[src/rtl/mux8_way.sv]
// Registered 8-to-1 multiplexer with valid qualifier and select echo.
// All outputs come straight from flops; reset is synchronous, active-low.
module mux8_way #(
  parameter int unsigned WIDTH = 1
) (
  input  logic             clk,
  input  logic             rst_n,
  input  logic [WIDTH-1:0] in7,
  input  logic [WIDTH-1:0] in6,
  input  logic [WIDTH-1:0] in5,
  input  logic [WIDTH-1:0] in4,
  input  logic [WIDTH-1:0] in3,
  input  logic [WIDTH-1:0] in2,
  input  logic [WIDTH-1:0] in1,
  input  logic [WIDTH-1:0] in0,
  input  logic [2:0]       sel,
  input  logic             in_valid,
  output logic [WIDTH-1:0] out,
  output logic             out_valid,
  output logic [2:0]       out_sel
);

  logic [WIDTH-1:0] out_q, out_d;
  logic             out_valid_q, out_valid_d;
  logic [2:0]       out_sel_q, out_sel_d;

  // Data and select echo hold when nothing is captured; only valid drops.
  always_comb begin
    out_d       = out_q;
    out_sel_d   = out_sel_q;
    out_valid_d = 1'b0;
    if (in_valid) begin
      out_valid_d = 1'b1;
      out_sel_d   = sel;
      unique case (sel)
        3'd0: out_d = in0;
        3'd1: out_d = in1;
        3'd2: out_d = in2;
        3'd3: out_d = in3;
        3'd4: out_d = in4;
        3'd5: out_d = in5;
        3'd6: out_d = in6;
        3'd7: out_d = in7;
      endcase
    end
  end

  always_ff @(posedge clk) begin
    if (!rst_n) begin
      out_q       <= '0;
      out_valid_q <= 1'b0;
      out_sel_q   <= '0;
    end else begin
      out_q       <= out_d;
      out_valid_q <= out_valid_d;
      out_sel_q   <= out_sel_d;
    end
  end

  assign out       = out_q;
  assign out_valid = out_valid_q;
  assign out_sel   = out_sel_q;

endmodule

[config.mk]
export PLATFORM = sky130hd
export DESIGN_NAME = mux8_way
export DESIGN_NICKNAME = d
export VERILOG_FILES = /design/src/rtl/mux8_way.sv
export SDC_FILE = /design/constraint.sdc
export NUM_CORES = 1
export LEC_CHECK = 0
export ABC_CLOCK_PERIOD_IN_PS = 4250
export CAP_MARGIN = 20
export CORE_AREA = 2 2 39 41
export CTS_CLUSTER_SIZE = 10
export DETAILED_ROUTE_END_ITERATION = 16
export DIE_AREA = 0 0 41 43
export GPL_ROUTABILITY_DRIVEN = 0
export MAX_ROUTING_LAYER = met4
export REMOVE_ABC_BUFFERS = 1
export SYNTH_ARGS = -nofsm -noshare
export SYNTH_HDL_FRONTEND = slang
export SYNTH_SLANG_ARGS = --single-unit
[constraint.sdc]
create_clock -name clk -period 4.25 [get_ports clk]
set_input_delay 0.85 -clock clk [delete_from_list [all_inputs] [get_ports clk]]
set_output_delay 0.85 -clock clk [all_outputs]
set_load 0.01 [all_outputs]
== Word-level counts from Yosys, hierarchy flattened ==
Index checks and enable logic that the tools add are counted.
Cells by class
  eq/ne operators: 7
  mux-type cells: 2
  reduce and logical (&&, ||, !) cells: 1
Operator list (count)
  equality test 3 bit (second input constant): 4
  one-hot mux 1 bit (8 select lines): 1
  equality test 3 x 2 -> 1 bit (second input constant): 2
  equality test 3 x 1 -> 1 bit (second input constant): 1
  logical NOT 3 bit: 1
  2-to-1 mux 1 bit: 1
Storage, ports and cells
  register bits: 5
  output and inout bits: 5
  logic and storage cells: 13

== Longest topological paths before layout ==
Gate-level depths: netlist of run 1.
  word-level depth: 2
  gate-level depth with buffers: 3
  depth with buffers taken out: 3

== Worst setup path before layout of run 1 ==
Ideal clock, no wire load.
  path type: input to register
  from: in sel[0]
  to: reg out_q (netlist: out)
  arrival time: 1878 ps
  required time: 4125 ps
  setup slack: 2247 ps
  stages on the path: 3
  path through: mux4_2 and3_1 o41a_1
Between the ends
  cells in the longest elaborated chain, start to end: 2
  elaborated cells on any way between the ends: 9
  those cells by class: 7 x eq/ne; 1 x mux; 1 x reduce/logical
Ends and longest elaborated chain
  from (decl): RTL line 16  | input logic [2:0] sel,
  equality test 3 bit (tied with other cells): RTL line 35  | unique case (sel)
  one-hot mux 1 bit (8 select lines) (*): RTL line 35
  to (signal assigned): RTL line 54  | out_q <= out_d;
  to (decl): RTL line 23  | logic [WIDTH-1:0] out_q, out_d;
Mark *: on every way between the ends. The rest lies on a longest branch, timed or not.
A chain may end at the register's enable or synchronous reset.

== Worst setup path after layout of run 1 ==
Ends and elaborated chain as after synthesis.

==> results of run 1 <==
-- flip-flops by register name, summed over array words and instances, names as in the netlist --
name       cells
out            1
out_sel        3
out_valid      1
-- worst reg2reg max path: stages, from the launching register on --
cell	delay, ps
dfxtp_1	300
nor2b_1	120
o41a_1	400
-- cell type report --
type                    count  area [µm²]
flip-flops and latches      5       100.1
clock buffers               4       26.28
repair buffers             18       180.2
fillers                   151       917.1
multi-input cells          15       140.1
well taps                  16       20.02
-- placed cells by master (no fill, tap or decap) --
cell	synthesis	routed
dfxtp_1	5	5
and2_1	1	1
nor4bb_1	1	1
mux2i_1	5	5
nor2b_1	4	4
clkbuf_4	0	3
o41a_1	1	1
clkbuf_1	1	1
nor4b_1	1	1
clkdlybuf4s50_1	0	18
and3_1	1	1
mux4_2	1	1
-- synth_stat cells --
master,number
dfxtp_1,5
nor4bb_1,1
and2_1,1
mux2i_1,5
o41a_1,1
and3_1,1
clkbuf_1,1
nor4b_1,1
mux4_2,1
nor2b_1,4
-- report_power, final --
group	internal, mW	leakage [nW]	total [mW]	switching, mW
Sequential	0.0500	0.0413	0.0514	0.00135
Combinational	0.0214	0.126	0.0307	0.00936
Clock	0.0356	0.0150	0.0561	0.0205
Total	0.107	0.183	0.138	0.0312
-- routing by layer --
metal / global-route usage / share of wire / vias up
li1: - / - / 120
met1: 0.1136 / 0.49 / 102
met2: 0.08750 / 0.30 / 21
met3: 0.05236 / 0.21 / 0
met4: 0.06000 / 0 / 0
met5: - / 0 / -
-- kinds of logic (layout without fill, tap and decap cells) --
logic type,Yosys count,after routing,synth area share
AO/OA/AOI/OAI,1,1,0.04615
buffers and inverters,1,22,0.01537
flip-flops,5,5,0.4103
multiplexers,6,6,0.2974
AND/OR/NAND/NOR,8,8,0.2308
-- final timing paths --
path                   start          to  slack (ps)  cells after the start
hold / removal    out_sel[1]  out_sel[1]         520                      2
setup reg to reg         out         out        3320                      2
hold reg to reg   out_sel[1]  out_sel[1]         520                      2
setup / recovery      sel[0]         out        1880                      4
==> flow_summary_export.csv, run 1 <==
group,metric,value,unit
cts,max-clock-path-buffers,2,
timing,hold_viol_final,0,
critical_path,crit_path_end_kind,"register",
timing,setup_slack,1884,ps
job,drv_cap,0,
synthesis,yosysUniqueCellTypes,10,
placed_design,portBuffers,18,
layout,fin_area,466.7,µm²
floorplan,dieArea,1763,µm²
cts,clock_latency,240,ps
cts,clkTransAtPathRegs,50,ps
floorplan,fp.dieH,43,µm
global_route,grt_use_total,0.08462,
layout,fin_nets,57,
power,peakVddDrop,0.09553,mV
synthesis,synthesis.area,244.0,µm²
timing,hold_ws,520.2,ps
layout,drive_above_1_share,0.09524,
route,routed_wl,675,µm
cts,cts_tree,"done",
cts,hold_buffers,0,
critical_path,cp.arrival,2490,ps
placed_design,placedInstanceArea,440.4,µm²
placed_design,post-place-ws,1632,ps
critical_path,cp-start-kind,"primary input",
critical_path,crit_type,"primary input to register",
timing,setup_violations,0,
cts,root_buffer,"clkbuf_4",
timing,period_needed,2366,ps
critical_path,cp_top_family,"buffers and inverters",
route,antenna_left,0,
critical_path,critPathMaxStageDelay,540,ps
floorplan,rows,14,
floorplan,coreArea,1384,µm²
timing,drv_slew,0,
route,drc,0,
synthesis,yosysWarnings,0,
floorplan,dieWidth,41,µm
timing,worstMarginPinSlew,321.9,ps
timing,rsz0062_at_grt,"false",
synthesis,synth.ff_latch_count,5,
synthesis,synth_area_per_cell,11.62,µm²
timing,max_slew_margin,0.7847,
worst_hold_path,hp-class,"register to register",
power,power.density,296.0,nW/µm²
global_route,antenna_found_initial,0,
floorplan,start_util,0.1763,
cts,htreeDepth,1,
global_route,gr-total-overflow,0,
route,drt-wirelength-per-cell,11.64,µm
route,routed-via-count,243,
timing,fin_crit_sh,0.5566,
placed_design,post-place-cells,54,
power,p_total,138.1,µW
timing,clock_skew,0,ps
synthesis,ys_seq_area_frac,0.4103,
critical_path,crit_chain,"clkdlybuf4s50_1 -> mux4_2 -> and3_1 -> o41a_1",
layout,area_growth,91.28,%
status,outcome,"complete, no violations",
cts,post_cts_buffers,0,
synthesis,synth_top_area_frac,0.4103,
global_route,grt_pass1_vias,232,
synthesis,synth_cells,21,
critical_path,cp.required,4380,ps
timing,fin_tns_setup,0,ps
layout,fin_util,0.3373,
floorplan,io_pins,19,
critical_path,cpMaxStageDelayCell,"clkdlybuf4s50_1",
critical_path,path_buf_inv,1,
timing,max_freq,0.4227,GHz
route,initialDrtViolationCount,5,
route,dr.pass1.iters,4,
global_route,grt_max_degree,9,
cts,cts.sinks,5,
route,via_per_inst,4.190,
synthesis,synthTopCellsByArea,"dfxtp_1 41%, mux2i_1 21%, nor2b_1 10%",
synthesis,synth_area_leader_cell,"dfxtp_1",
power,p_leak,0.1825,nW
cts,cts_buffers,3,
cts,cts-resized-gates,0,
layout,post_layout_nonfiller_instances,58,
layout,diodes,0,
global_route,grt_pass1_wl,917,µm
critical_path,crit_fanout,4,
Power figures use the tool's default switching activity.
==> inputs of run 2 (changes only) <==
--- a/config.mk
+++ b/config.mk
@@ -5,7 +5,7 @@
 export SDC_FILE = /design/constraint.sdc
 export NUM_CORES = 1
 export LEC_CHECK = 0
-export ABC_CLOCK_PERIOD_IN_PS = 4250
+export ABC_CLOCK_PERIOD_IN_PS = 2290
 export CAP_MARGIN = 20
 export CORE_AREA = 2 2 39 41
 export CTS_CLUSTER_SIZE = 10
==> constraint.sdc (replaced) <==
create_clock -name clk -period 2.29 [get_ports clk]
set_input_delay 0.458 -clock clk [delete_from_list [all_inputs] [get_ports clk]]
set_output_delay 0.458 -clock clk [all_outputs]
set_load 0.01 [all_outputs]
==> flow_summary_export.csv, run 2 (synthesis gave the netlist of run 1 again) <==
group,metric,value,unit
timing,rsz0062_at_grt,"false",
power,p_leak,0.1922,nW
cts,max-clock-path-buffers,2,
layout,diodes,0,
layout,area_growth,97.44,%
cts,cts.sinks,5,
cts,clock_latency,240,ps
route,routed-via-count,250,
timing,setup_violations,0,
layout,multiInputGateArea,140.1,µm²
floorplan,rows,14,
critical_path,cp.arrival,2050,ps
placed_design,dp_hpwl,521.6,µm
cts,cts-resized-gates,0,
layout,fillers,149,
layout,drive_above_1_share,0.1364,
route,drt-wirelength-per-cell,11.33,µm
power,p_switching,55.93,µW
timing,max_slew_margin,0.7856,
timing,fin_tns_setup,0,ps
critical_path,crit_path_end_kind,"register",
layout,layout_common_cells,"18 x clkdlybuf4s50_1, 5 x mux2i_1, 5 x dfxtp_1",
route,initialDrtViolationCount,4,
global_route,grt_pass1_vias,256,
timing,worstMarginPinSlew,320.6,ps
floorplan,dieWidth,41,µm
cts,cts_tree,"done",
job,drv_cap,0,
cts,post_cts_buffers,0,
floorplan,io_pins,19,
critical_path,crit_fanout,2,
route,drc,0,
route,routed_wl,680,µm
power,p_comb_frac,0.232,
timing,hold_viol_final,0,
critical_path,cp.required,2410,ps
power,peakVddDrop,0.3151,mV
power,power.density,532.3,nW/µm²
cts,cts_buffers,3,
timing,max_freq,0.5196,GHz
global_route,antenna_found_initial,0,
timing,fin_crit_sh,0.8404,
worst_hold_path,hp-class,"register to register",
global_route,grt_max_degree,9,
power,p_sw_frac,0.2181,
critical_path,cp-start-kind,"primary input",
placed_design,post-place-ws,116.5,ps
cts,clkTransAtPathRegs,40,ps
power,clkPwrFrac,0.397,
layout,layout_commonest_cell,"clkdlybuf4s50_1",
status,outcome,"complete, no violations",
route,antenna_left,0,
cts,htreeDepth,1,
timing,drv_slew,0,
global_route,grt_pass1_wl,986,µm
layout,ff_latch_area,100.1,µm²
route,via_per_inst,4.167,
timing,setup_slack,365.5,ps
layout,fin_nets,59,
timing,period_needed,1924,ps
floorplan,dieArea,1763,µm²
critical_path,crit_type,"primary input to register",
critical_path,ff2ff_setup_slack,1360,ps
global_route,gr-total-overflow,0,
power,p_int,200.5,µW
floorplan,fp.dieH,43,µm
power,seq_power_share,0.371,
timing,clock_skew,0,ps
route,dr.pass1.iters,2,
layout,largest_reg_flops,3,
placed_design,portBuffers,18,
layout,fin_util,0.3481,
cts,root_buffer,"clkbuf_4",
global_route,grt_use_total,0.08941,
cts,hold_buffers,0,
timing,hold_ws,511.1,ps
floorplan,start_util,0.1763,
floorplan,coreArea,1384,µm²
-- run 2: power by group through the flow --
stage	clock [mW]	sequential (mW)	combinational, mW
2_1_floorplan	0	0.0992	0.0149
3_5_place_dp	0	0.0966	0.0598
6_report	0.102	0.0951	0.0594
5_1_grt	0.114	0.0954	0.0640
4_1_cts	0.107	0.0951	0.0603
3_3_place_gp	0	0.0967	0.0599
-- run 2: area by class of cell --
cell class / count / area share
flip-flops and latches: 5 / 0.2078
multi-input cells: 15 / 0.2909
clock buffers: 4 / 0.05455
well taps: 16 / 0.04156
repair buffers: 20 / 0.4052
-- run 2: per-layer routing --
layer / vias up / share of wire / track usage
met5: - / 0 / -
met4: 0 / 0 / 0.04000
met3: 0 / 0.24 / 0.07330
met2: 21 / 0.33 / 0.1188
met1: 105 / 0.43 / 0.09295
li1: 124 / - / -
-- run 2: path summary, 6_finish.rpt --
kind,cells past startpoint,to,from
min reg2reg,2,out_sel[1],out_sel[1]
max reg2reg,2,out,out
min,2,out_sel[1],out_sel[1]
max,4,out,sel[0]
-- run 2: worst max-delay path, stage by stage --
cell	delay [ps]
clkdlybuf4s50_1	500
mux4_2	500
and3_1	190
o41a_1	400
-- run 2: metrics by stage --
| step | total power [mW] | area, µm² | instances |
|---|---|---|---|
| floorplan | 0.1142 | 240.2 | 20 |
| global placement | 0.1566 | 455.4 | 56 |
| detailed placement | 0.1564 | 455.4 | 56 |
| CTS | 0.2626 | 481.7 | 60 |
| global route | 0.2735 | 481.7 | 60 |
| finish | 0.2564 | 481.7 | 60 |
